===== config.mk =====
export PLATFORM = sky130hd
export DESIGN_NAME = spi_slave_fifo
export DESIGN_NICKNAME = d
export VERILOG_FILES = /design/src/rtl/spi_slave_fifo.sv
export SDC_FILE = /design/constraint.sdc
export NUM_CORES = 1
export LEC_CHECK = 0
export ABC_AREA = 1
export CAP_MARGIN = 20
export CORE_ASPECT_RATIO = 1.2
export CORE_MARGIN = 1
export CORE_UTILIZATION = 45
export DETAILED_ROUTE_END_ITERATION = 10
export GPL_ROUTABILITY_DRIVEN = 0
export PLACE_DENSITY_LB_ADDON = 0.12
export SETUP_SLACK_MARGIN = 0.4
export SYNTH_ARGS = -nofsm -noshare
export SYNTH_HDL_FRONTEND = slang
export SYNTH_SLANG_ARGS = --single-unit

===== constraint.sdc =====
create_clock -name clk -period 3.9 [get_ports clk]
set_clock_uncertainty 0.1 [all_clocks]
set_input_delay 0.39 -clock clk [delete_from_list [all_inputs] [get_ports clk]]
set_output_delay 0.39 -clock clk [all_outputs]
set_load 0.02 [all_outputs]

===== src/rtl/spi_slave_fifo.sv =====
// SPI slave with a TX word FIFO, all SPI pins synchronized into clk.
// Define SPI_SLAVE_FIFO_UNDERRUN_EN to enable the sticky underrun_o flag; otherwise underrun_o is tied low.
module spi_slave_fifo #(
  parameter int               WIDTH = 8,
  parameter int               DEPTH = 4,
  parameter bit               CPOL  = 1'b0,
  parameter bit               CPHA  = 1'b0,
  parameter logic [WIDTH-1:0] FILL  = '1
) (
  input  logic                     clk,
  input  logic                     rst_n,
  input  logic                     sck,
  input  logic                     ss,
  input  logic                     mosi,
  output logic                     miso,
  output logic [WIDTH-1:0]         rx_data_o,
  output logic                     rx_valid_o,
  input  logic [WIDTH-1:0]         tx_data_i,
  input  logic                     tx_push_i,
  output logic                     tx_full_o,
  output logic [$clog2(DEPTH):0]   tx_level_o,
  output logic                     abort_o,
  output logic                     busy_o,
  output logic                     underrun_o,
  input  logic                     underrun_clr_i
);

  localparam int AW = $clog2(DEPTH);
  localparam int LW = AW + 1;
  localparam int CW = $clog2(WIDTH);
  localparam logic [CW-1:0] LAST_BIT = CW'(WIDTH - 1);
  localparam logic [LW-1:0] FULL_LVL = LW'(DEPTH);

  logic [1:0] sck_sync, ss_sync, mosi_sync;
  logic       sck_q, ss_q;
  logic       sck_s, ss_s, mosi_s;

  always_ff @(posedge clk or negedge rst_n) begin
    if (!rst_n) begin
      sck_sync  <= {2{CPOL}};
      ss_sync   <= 2'b11;
      mosi_sync <= 2'b00;
      sck_q     <= CPOL;
      ss_q      <= 1'b1;
    end else begin
      sck_sync  <= {sck_sync[0], sck};
      ss_sync   <= {ss_sync[0], ss};
      mosi_sync <= {mosi_sync[0], mosi};
      sck_q     <= sck_sync[1];
      ss_q      <= ss_sync[1];
    end
  end

  assign sck_s  = sck_sync[1];
  assign ss_s   = ss_sync[1];
  assign mosi_s = mosi_sync[1];
  assign busy_o = ~ss_s;

  logic ss_fall, ss_rise, lead_edge, trail_edge;
  logic sample_edge, shift_edge, word_done;
  logic [CW-1:0] bit_cnt;

  assign ss_fall     = ss_q & ~ss_s;
  assign ss_rise     = ~ss_q & ss_s;
  assign lead_edge   = ~ss_s & ~ss_fall & (sck_q == CPOL) & (sck_s != CPOL);
  assign trail_edge  = ~ss_s & ~ss_fall & (sck_q != CPOL) & (sck_s == CPOL);
  assign sample_edge = CPHA ? trail_edge : lead_edge;
  assign shift_edge  = CPHA ? lead_edge : trail_edge;
  assign word_done   = sample_edge & (bit_cnt == LAST_BIT);

  // tx_hold: with CPHA=0 a reload is pending for the next shift edge;
  // with CPHA=1 the next leading edge must not shift the freshly loaded word.
  logic             tx_hold;
  logic             tx_load, tx_shift;
  logic [WIDTH-1:0] tx_sh;
  logic [WIDTH-1:0] load_word;

  assign tx_load  = ss_fall | (CPHA ? word_done : (shift_edge & tx_hold));
  assign tx_shift = shift_edge & ~tx_hold;
  assign miso     = tx_sh[WIDTH-1];

  logic [WIDTH-1:0] mem [DEPTH];
  logic [AW-1:0]    wr_ptr, rd_ptr;
  logic [LW-1:0]    level;
  logic             pop, push_ok, underrun_set;

  assign pop          = tx_load & (level != '0);
  assign push_ok      = tx_push_i & ((level != FULL_LVL) | pop);
  assign underrun_set = tx_load & (level == '0);
  assign load_word    = (level != '0) ? mem[rd_ptr] : FILL;
  assign tx_level_o   = level;
  assign tx_full_o    = (level == FULL_LVL);

  always_ff @(posedge clk or negedge rst_n) begin
    if (!rst_n) begin
      wr_ptr <= '0;
      rd_ptr <= '0;
      level  <= '0;
      for (int i = 0; i < DEPTH; i++) mem[i] <= '0;
    end else begin
      if (push_ok) begin
        mem[wr_ptr] <= tx_data_i;
        wr_ptr      <= wr_ptr + AW'(1);
      end
      if (pop) rd_ptr <= rd_ptr + AW'(1);
      case ({push_ok, pop})
        2'b10:   level <= level + LW'(1);
        2'b01:   level <= level - LW'(1);
        default: level <= level;
      endcase
    end
  end

  always_ff @(posedge clk or negedge rst_n) begin
    if (!rst_n) begin
      tx_sh   <= '0;
      tx_hold <= 1'b0;
    end else begin
      if (ss_rise)       tx_sh <= '0;
      else if (tx_load)  tx_sh <= load_word;
      else if (tx_shift) tx_sh <= {tx_sh[WIDTH-2:0], 1'b0};

      if (ss_fall)         tx_hold <= CPHA;
      else if (ss_rise)    tx_hold <= 1'b0;
      else if (word_done)  tx_hold <= 1'b1;
      else if (shift_edge) tx_hold <= 1'b0;
    end
  end

  logic [WIDTH-2:0] rx_sh;

  always_ff @(posedge clk or negedge rst_n) begin
    if (!rst_n) begin
      rx_sh      <= '0;
      bit_cnt    <= '0;
      rx_data_o  <= '0;
      rx_valid_o <= 1'b0;
      abort_o    <= 1'b0;
    end else begin
      rx_valid_o <= word_done;
      abort_o    <= ss_rise & (bit_cnt != '0);
      if (ss_fall || ss_rise) begin
        rx_sh   <= '0;
        bit_cnt <= '0;
      end else if (sample_edge) begin
        rx_sh   <= {rx_sh[WIDTH-3:0], mosi_s};
        bit_cnt <= word_done ? '0 : bit_cnt + CW'(1);
      end
      if (word_done) rx_data_o <= {rx_sh, mosi_s};
    end
  end

`ifdef SPI_SLAVE_FIFO_UNDERRUN_EN
  always_ff @(posedge clk or negedge rst_n) begin
    if (!rst_n)              underrun_o <= 1'b0;
    else if (underrun_clr_i) underrun_o <= 1'b0;
    else if (underrun_set)   underrun_o <= 1'b1;
  end
`else
  logic unused_underrun;
  assign unused_underrun = underrun_set ^ underrun_clr_i;
  assign underrun_o      = 1'b0;
`endif

endmodule

# ---- Word level (Yosys, flattened, before mapping)
# Cells that the tools add are included.
dict set report totals {
  regBits 76
  inputBits 15
  out_inout_bits 17
  word_cells 83
}
dict set report classes {
  add_sub_neg 5
  order_cmp 3
  eq_ne 5
  mux 20
  bitwise 23
  reduce_logical 8
}
# cell n
set ops {}
lappend ops {{2-to-1 mux 8 bit} 7}
lappend ops {{bitwise mux 32 bit} 1}
lappend ops {{binary-select mux 8 bit (select 2 bit)} 1}
lappend ops {{demux 8 bit (select 2 bit)} 1}
lappend ops {{2-to-1 mux 7 bit} 2}
lappend ops {{AND 1 bit} 13}
lappend ops {{2-to-1 mux 3 bit} 3}
lappend ops {{nonzero test 3 bit} 3}
lappend ops {{adder 3 x 1 -> 3 bit (second input constant)} 2}
lappend ops {{equality test 3 bit (second input constant)} 2}
lappend ops {{>= comparator 3 bit (second input constant)} 2}
lappend ops {{inverter 1 bit} 6}
lappend ops {{inverter 2 -> 3 bit} 2}
lappend ops {{one-hot mux 3 bit (2 select lines)} 1}
lappend ops {{adder 2 x 1 -> 2 bit (second input constant)} 2}
lappend ops {{2-to-1 mux 1 bit} 4}
lappend ops {{nonzero test 2 bit} 2}
lappend ops {{nonzero test 4 bit} 1}
lappend ops {{less-than comparator 3 x 1 -> 1 bit (second input constant)} 1}
lappend ops {{!= test 3 bit (second input constant)} 1}
lappend ops {{subtractor 3 x 1 -> 3 bit (second input constant)} 1}
lappend ops {{equality test 2 x 1 -> 1 bit (second input constant)} 1}
lappend ops {{equality test 2 bit (second input constant)} 1}
lappend ops {{OR 1 bit} 2}
lappend ops {{other kinds (2)} 2}

# ---- Longest topological paths before layout
# Gate-level depths: netlist (run 1).
dict set report depth {
  word_depth 13
  mapped_depth 12
  ltp_nobuf 11
}

# ---- Worst setup path after synthesis (run 1)
# Ideal clock, no wire load.
dict set report synth_timing {
  kind {flip-flop to flip-flop}
  from {register ss_sync[1]}
  to {register level[2] (netlist: tx_level_o[2])}
  setup_ns 0.131
  arrival_ns 2.338
  required_time_ns 3.669
  slack_ns 1.331
  path_stages_with_launch 13
  n_path_buf 1
  synth_period_minus_slack_ns 2.569
  cell_sequence {dfstp_2 inv_1 ha_1 inv_1 nand3_4 buf_12 nand2_1 ha_1 inv_1 fa_1 a21oi_1 o21ai_0 xor2_1}
}
dict set report synth_between {
  elab_chain_cells 13
  word_cells_on_any_way 15
  cone_classes {2 x eq/ne; 1 x mux; 11 x bitwise; 1 x reduce/logical}
}
# item line_no
set synth_rtl {}
lappend synth_rtl {{start, declared} 34} ;# logic [1:0] sck_sync, ss_sync, mosi_sync;
lappend synth_rtl {{start signal, assigned} 47} ;# ss_sync <= {ss_sync[0], ss};
lappend synth_rtl {{inverter 1 bit (*)} n/a}
lappend synth_rtl {{net busy_o} 23} ;# output logic busy_o,
lappend synth_rtl {{AND 1 bit} 63} ;# assign ss_fall = ss_q & ~ss_s;
lappend synth_rtl {{inverter 1 bit} 66} ;# assign trail_edge = ~ss_s & ~ss_fall & (sck_q != CPOL) & (sck_s == CPOL);
lappend synth_rtl {{AND 1 bit (3 in a row)} 66}
lappend synth_rtl {{AND 1 bit} 78} ;# assign tx_load = ss_fall | (CPHA ? word_done : (shift_edge & tx_hold));
lappend synth_rtl {{OR 1 bit (*)} 78}
lappend synth_rtl {{AND 1 bit (*)} 87} ;# assign pop = tx_load & (level != '0);
lappend synth_rtl {{OR 1 bit} 88} ;# assign push_ok = tx_push_i & ((level != FULL_LVL) | pop);
lappend synth_rtl {{AND 1 bit} 88}
lappend synth_rtl {{equality test 2 x 1 -> 1 bit / equality test 2 bit (equally long branches)} 106} ;# case ({push_ok, pop})
lappend synth_rtl {{one-hot mux 3 bit (2 select lines) / nonzero test 2 bit (equally long branches)} n/a}
lappend synth_rtl {{end signal, assigned} 107} ;# 2'b10: level <= level + LW'(1);
lappend synth_rtl {{end signal, assigned} 108} ;# 2'b01: level <= level - LW'(1);
lappend synth_rtl {{end signal, assigned} 109} ;# default: level <= level;
lappend synth_rtl {{end, declared} 84} ;# logic [LW-1:0] level;
# Mark *: on every way through the listed nets, which the timed path passes. The rest lies on a longest branch.
# A chain may end at the register's enable or synchronous reset.

# ---- Worst setup path in the final report (run 1)
dict set report layout_timing {
  from {register ss_sync[1]}
  to {register level[2] (netlist: tx_level_o[2])}
}
dict set report layout_between {
  elab_chain_cells 13
  word_cells_on_any_way 15
  cone_classes {2 x eq/ne; 1 x mux; 11 x bitwise; 1 x reduce/logical}
}
# item line_no
set layout_rtl {}
lappend layout_rtl {{inverter 1 bit (*)} {63, 66}}
lappend layout_rtl {{AND 1 bit} 63}
lappend layout_rtl {{inverter 1 bit} 66}
lappend layout_rtl {{AND 1 bit (3 in a row)} 66}
lappend layout_rtl {{AND 1 bit} 78}
lappend layout_rtl {{OR 1 bit (*)} 78}
lappend layout_rtl {{AND 1 bit (*)} 87}
lappend layout_rtl {{OR 1 bit} 88}
lappend layout_rtl {{AND 1 bit} 88}
lappend layout_rtl {{equality test 2 x 1 -> 1 bit / equality test 2 bit (equally long branches)} 106}
lappend layout_rtl {{one-hot mux 3 bit (2 select lines) / nonzero test 2 bit (equally long branches)} n/a}
# Every way passes the cells marked *; elsewhere a longest branch is shown, timed or not.

==> reports/qor.yml, run 1 <==
dieArea_um2: 8940
syn_avg_cell_area_um2: 8.57
power_density_nw_per_um2: 634
die_x_um: 86.5
grt_max_degree: 77
tns_ps: 0
cts-buffers-inserted: 9
seq_area_um2: 1910
cts_setup_buffers: 0
fin_cells: 593
worstPathArrival_ps: 2620
synth_enable_flop_cells: 0
grt_pass1_wl_um: 13200
multi_input_area_um2: 1520
cts_max_path_buffers: 2
synthFlopType: "dfrtp_1"
peakVddDrop_mv: 0.361
final_nets: 501
antenna_found_initial: 0
num_io_pins: 32
postRouteAntennaNets: 0
vias: 2857
synthArstFlopShare_pct: 100
wl_um: 7590
hold_viol_final: 0
worst_pin_slew_ps: 954
rsz0062_at_grt: "no"
finalMaxSlewViolations: 0
htree_levels: 3
synth_warnings: 0
path_max_fanout: 5
grt-ovfl-total: 0
clock-sinks: 76
dp_cells: 577
post_cts_resized: 0
fin_crit_sh_pct: 63.7
final_layout_size_suffix_gt1_share_pct: 9.60
cts_tree: "built"
cp-end-kind: "flip-flop"
clkTransAtPathRegs_ps: 80
p_int_w: 0.00169
hp-class: "in2async"
critPathKind: "reg2reg"
fmax_ghz: 0.403
first_iter_violations: 137
fp.dieH_um: 103
core_region_area_um2: 8200
syn_area_um2: 3850
synthesis.nets: 477
area_delta_synth_final_pct: 12.2
setup_viol: 0
p_leak_nw: 2.23
hpwl_um: 5250
swShare_pct: 38.2
ctsRootBufferMaster: "clkbuf_8"
portBuffers: 29
grt_util_all_layers_pct: 19.4
nFillCells: 810
wl_per_cell_um: 12.8
antennaDiodeCount: 0
critPathLaunchType: "flip-flop"
row_count: 36
drc: 0
synth_seq_cells: 76
rrSetupSlack_ps: 1420
min_period_ps: 2480
grt_pass1_vias: 2821
fin_util_pct: 52.8
drv_cap: 0
hold_buffers: 0
ys_types: 33
seq_power_share_pct: 43.0
seq_area_frac_synth_pct: 49.4
p_switching_w: 0.00105
drt-vias-per-instance: 4.82
clkPwrFrac_pct: 22.2
start_util_pct: 47.0
clkLatencyLatePin_ps: 350
cp.required_ps: 4040
relSlewSlack_pct: 36.4
syn_inst: 450
first_pass_iters: 4
combPwrFrac_pct: 34.8
status: "finished clean"
==> power by group through the flow <==
| stage | clock network, W | registers [W] | logic (W) |
|---|---|---|---|
| 6_report | 0.000609 | 0.00118 | 0.000954 |
| 5_1_grt | 0.000650 | 0.00121 | 0.00112 |
| 3_3_place_gp | 0 | 0.00119 | 0.000951 |
| 4_1_cts | 0.000622 | 0.00118 | 0.000970 |
| 3_5_place_dp | 0 | 0.00119 | 0.000965 |
| 2_1_floorplan | 0 | 0.00114 | 0.000807 |
==> Yosys cell counts, types with 2 or more instances <==
cell	count	share of area [%]
dfstp_2	3	2.0
inv_1	60	5.8
nand3_4	3	1.4
buf_12	5	2.6
nand2_1	158	15
o21ai_2	8	1.8
o22ai_1	2	0.32
nor2_1	6	0.58
o211ai_1	2	0.39
buf_2	10	1.3
dfrtp_1	73	47
o21ai_0	12	1.6
nand4_1	32	5.2
ha_1	11	3.6
clkinv_1	2	0.19
nand2_2	3	0.49
inv_2	4	0.39
nand3_1	36	4.7
inv_4	2	0.32
buf_4	3	0.58
a21oi_1	3	0.39
==> per-stage QoR <==
stage                     setup slack [ps]  hold WS, ps  instance area [µm²]  total power [W]
after floorplan                       1330        -5.59                 3850          0.00195
after global placement                1420          234                 4130          0.00214
after detailed placement              1390          248                 4130          0.00216
after CTS                             1400          119                 4330          0.00277
after global routing                  1300          174                 4330          0.00297
final                                 1420         75.6                 4330          0.00274
==> sequential cells by signal, indices dropped and copies added, names as in the netlist <==
name	cells
abort_o	1
bit_cnt	3
mem	32
mosi_sync	2
rd_ptr	2
rx_data_o	8
rx_sh	7
rx_valid_o	1
sck_q	1
sck_sync	2
ss_q	1
ss_sync	2
tx_hold	1
tx_level_o	3
tx_sh	8
wr_ptr	2
==> path summary, 6_finish.rpt <==
check / from / end / depth (start not counted)
max: ss_sync[1] / tx_level_o[2] / 11
min reg2reg: sck_sync[0] / sck_sync[1] / 0
max reg2reg: ss_sync[1] / tx_level_o[2] / 11
max in group asynchronous: rst_n / sck_sync[0] / 1
min: rst_n / rx_data_o[7] / 1
min in group clk: sck_sync[0] / sck_sync[1] / 0
==> routing by layer <==
layer / GRT usage [%] / wire length (µm)
met1: 24.1 / 3480
met2: 32.6 / 3700
met3: 2.62 / 172
met4: 11.7 / 234
met5: 0 / 0
==> final cells by class <==
class | count | area share [%]
Sequential cell | 76 | 44.1
Multi-Input combinational cell | 288 | 35.1
Timing Repair Buffer | 31 | 7.00
Inverter | 68 | 6.02
Clock buffer | 14 | 3.76
Tap cell | 114 | 3.30
Clock inverter | 2 | 0.810
==> worst max-delay path, cell delays in order, from the launching register on <==
cell,delay (ps)
dfstp_2,550
inv_1,70
ha_1,210
inv_1,210
nand3_4,100
nand2_1,140
ha_1,160
inv_1,60
fa_1,380
a21oi_1,140
o21ai_0,100
xor2_1,150
==> cells in the final DEF (no fill, tap or decap), types with 3 or more instances in the layout <==
master	instances
nand2_1	158
dfrtp_1	73
inv_1	60
nand3_1	36
nand4_1	32
clkdlybuf4s50_1	28
o21ai_0	12
ha_1	11
clkbuf_8	11
o21ai_2	8
nor2_1	6
inv_2	4
nand2_2	3
nand3_4	3
a21oi_1	3
clkbuf_1	3
buf_4	3
dfstp_2	3
==> cells by family (layout without fill, tap and decap cells) <==
family          Yosys count  after routing  synth area share [%]
simple gates            244            244                  29.7
buf+inv                  86            115                  11.2
flops                    76             76                  49.4
compound gates           29             29                  5.03
fa+ha+maj                12             12                  4.09
xor+xnor                  2              2                 0.454
other cells               1              1                0.0973
(Power assumes the default switching activity.)
==> inputs of run 2 (changes only) <==
clock period = 2.4 ns   (was 3.9 ns; I/O delays follow)
==> reports/qor.yml, run 2 (synthesis gave the netlist of run 1 again) <==
multi_input_area_um2: 1580
relSlewSlack_pct: 57.6
cts_max_path_buffers: 2
portBuffers: 29
rsz0062_at_grt: "yes"
largest_register: "mem"
p_total_w: 0.00448
ff2ff_path_depth: 10
hpwl_um: 5600
grt_util_all_layers_pct: 19.6
start_util_pct: 47.0
drv_cap: 0
die_x_um: 86.5
cp.required_ps: 2550
hold_viol_final: 0
cts-buffers-inserted: 9
postRouteAntennaNets: 0
placed_cell_area_um2: 4220
critPathKind: "reg2reg"
first_iter_violations: 150
hold_path_startpoint: "ss"
fmax_ghz: 0.475
fin_crit_sh_pct: 87.7
dp_cells: 580
grt_pass1_vias: 2857
wl_met2_um: 3990
core_region_area_um2: 8200
nFillCells: 776
status: "finished clean"
peakVddDrop_mv: 0.529
largest_register_ffs: 32
rrSetupSlack_ps: 300
clkTransAtPathRegs_ps: 90
fin_cells: 603
worst_pin_slew_ps: 637
num_io_pins: 32
wl_um: 7890
dieArea_um2: 8940
cts_tree: "built"
first_pass_iters: 4
hp-class: "in2reg"
r2r-end: "tx_level_o[2]"
antenna_found_initial: 0
clock-sinks: 76
final_nets: 511
vias: 2927
final_common_cell: "nand2_1"
r2r_start: "ss_q"
setup_viol: 0
p_leak_nw: 2.27
fp.dieH_um: 103
htree_levels: 3
grt_pass1_wl_um: 13200
hold_ws_ps: 210
path_max_fanout: 5
critPathLaunchType: "flip-flop"
seq_area_um2: 1910
highest_layer: "met4"
min_period_ps: 2100
min_path_cells: 1
reg.largest.list: "mem x32, rx_data_o x8, tx_sh x8"
drt-vias-per-instance: 4.85
clkLatencyLatePin_ps: 360
worstPathArrival_ps: 2260
grt-ovfl-total: 0
hold_end: "ss_sync[0]"
power_density_nw_per_um2: 1000
finalMaxSlewViolations: 0
wl_per_cell_um: 13.1
antennaDiodeCount: 0
final_layout_size_suffix_gt1_share_pct: 14.3
wl_met1_um: 3530
tns_ps: 0
cp-end-kind: "flip-flop"
area_delta_synth_final_pct: 15.9
final_cell_mix: "157 x nand2_1, 73 x dfrtp_1, 56 x inv_1, 34 x nand3_1, 32 x nand4_1"
met3_length_um: 243
grt_max_degree: 47
drc: 0
design_area_um2: 4470
ctsRootBufferMaster: "clkbuf_8"
row_count: 36
-- run 2: cell count changes in the layout (fill, tap and decap cells not counted), sizes merged --
cell | before | now
dlygate4sd2 | 0 | 1
bufinv | 1 | 0
clkbuf | 14 | 9
buf | 3 | 12
clkdlybuf4s50 | 28 | 27
clkinvlp | 0 | 2
clkinv | 3 | 4
inv | 66 | 69
dlygate4sd3 | 0 | 1
-- run 2: what timing repair did --
action	in CTS	in global routing
hold endpoints to repair	45	0
setup buffers	5	1
cloned	0	0
gates resized for setup	6	0
pin swaps	3	0
hold buffers	1	0
setup endpoints to repair	19	18
-- run 2: layout make-up --
class	count	share of cell area, %
clock buffers	9	2.77
clock inverters	7	1.32
inverters	68	5.99
multi-input cells	288	35.3
flip-flops and latches	76	42.6
well taps	114	3.19
repair buffers	41	8.77
-- run 2: metal layers --
metal / vias up / track usage (%)
li1: 1492 / -
met1: 1380 / 23.0
met2: 42 / 34.6
met3: 13 / 5.00
met4: 0 / 7.56
met5: - / 0
-- run 2: report_power, final --
group	total [W]	internal (W)	switching, W	leakage (nW)
Clock	0.000925	0.000389	0.000535	0.0868
Sequential	0.00190	0.00164	0.000259	0.967
Combinational	0.00165	0.000621	0.00103	1.22
-- run 2: worst max path at each step --
stage / from / end / slack [ps] / depth (start not counted)
2_1_floorplan: ss_sync[1] / tx_level_o[2] / 140 / 12
3_3_place_gp: ss_q / tx_level_o[2] / 210 / 11
3_5_place_dp: ss_q / tx_level_o[2] / 190 / 11
4_1_cts: ss_sync[1] / tx_level_o[2] / 280 / 11
5_1_grt: ss_sync[1] / tx_level_o[2] / 190 / 11
6_report: ss_q / tx_level_o[2] / 300 / 10
-- run 2: metrics by stage --
stage / util [%] / setup slack [ps]
6_report: 54.5 / 295
5_1_grt: 54.5 / 187
4_1_cts: 54.4 / 278
3_5_place_dp: 51.4 / 186
3_3_place_gp: 51.4 / 211
2_1_floorplan: - / 141
-- run 2: critical path, stage by stage, from the launching register on --
cell and delay, ps:
dfstp_2 550, buf_4 110, ha_4 130, inv_4 50, a21oi_4 180, ha_4 160, inv_4 30, fa_2 340
a21oi_2 120, o21ai_1 80, xor2_1 140
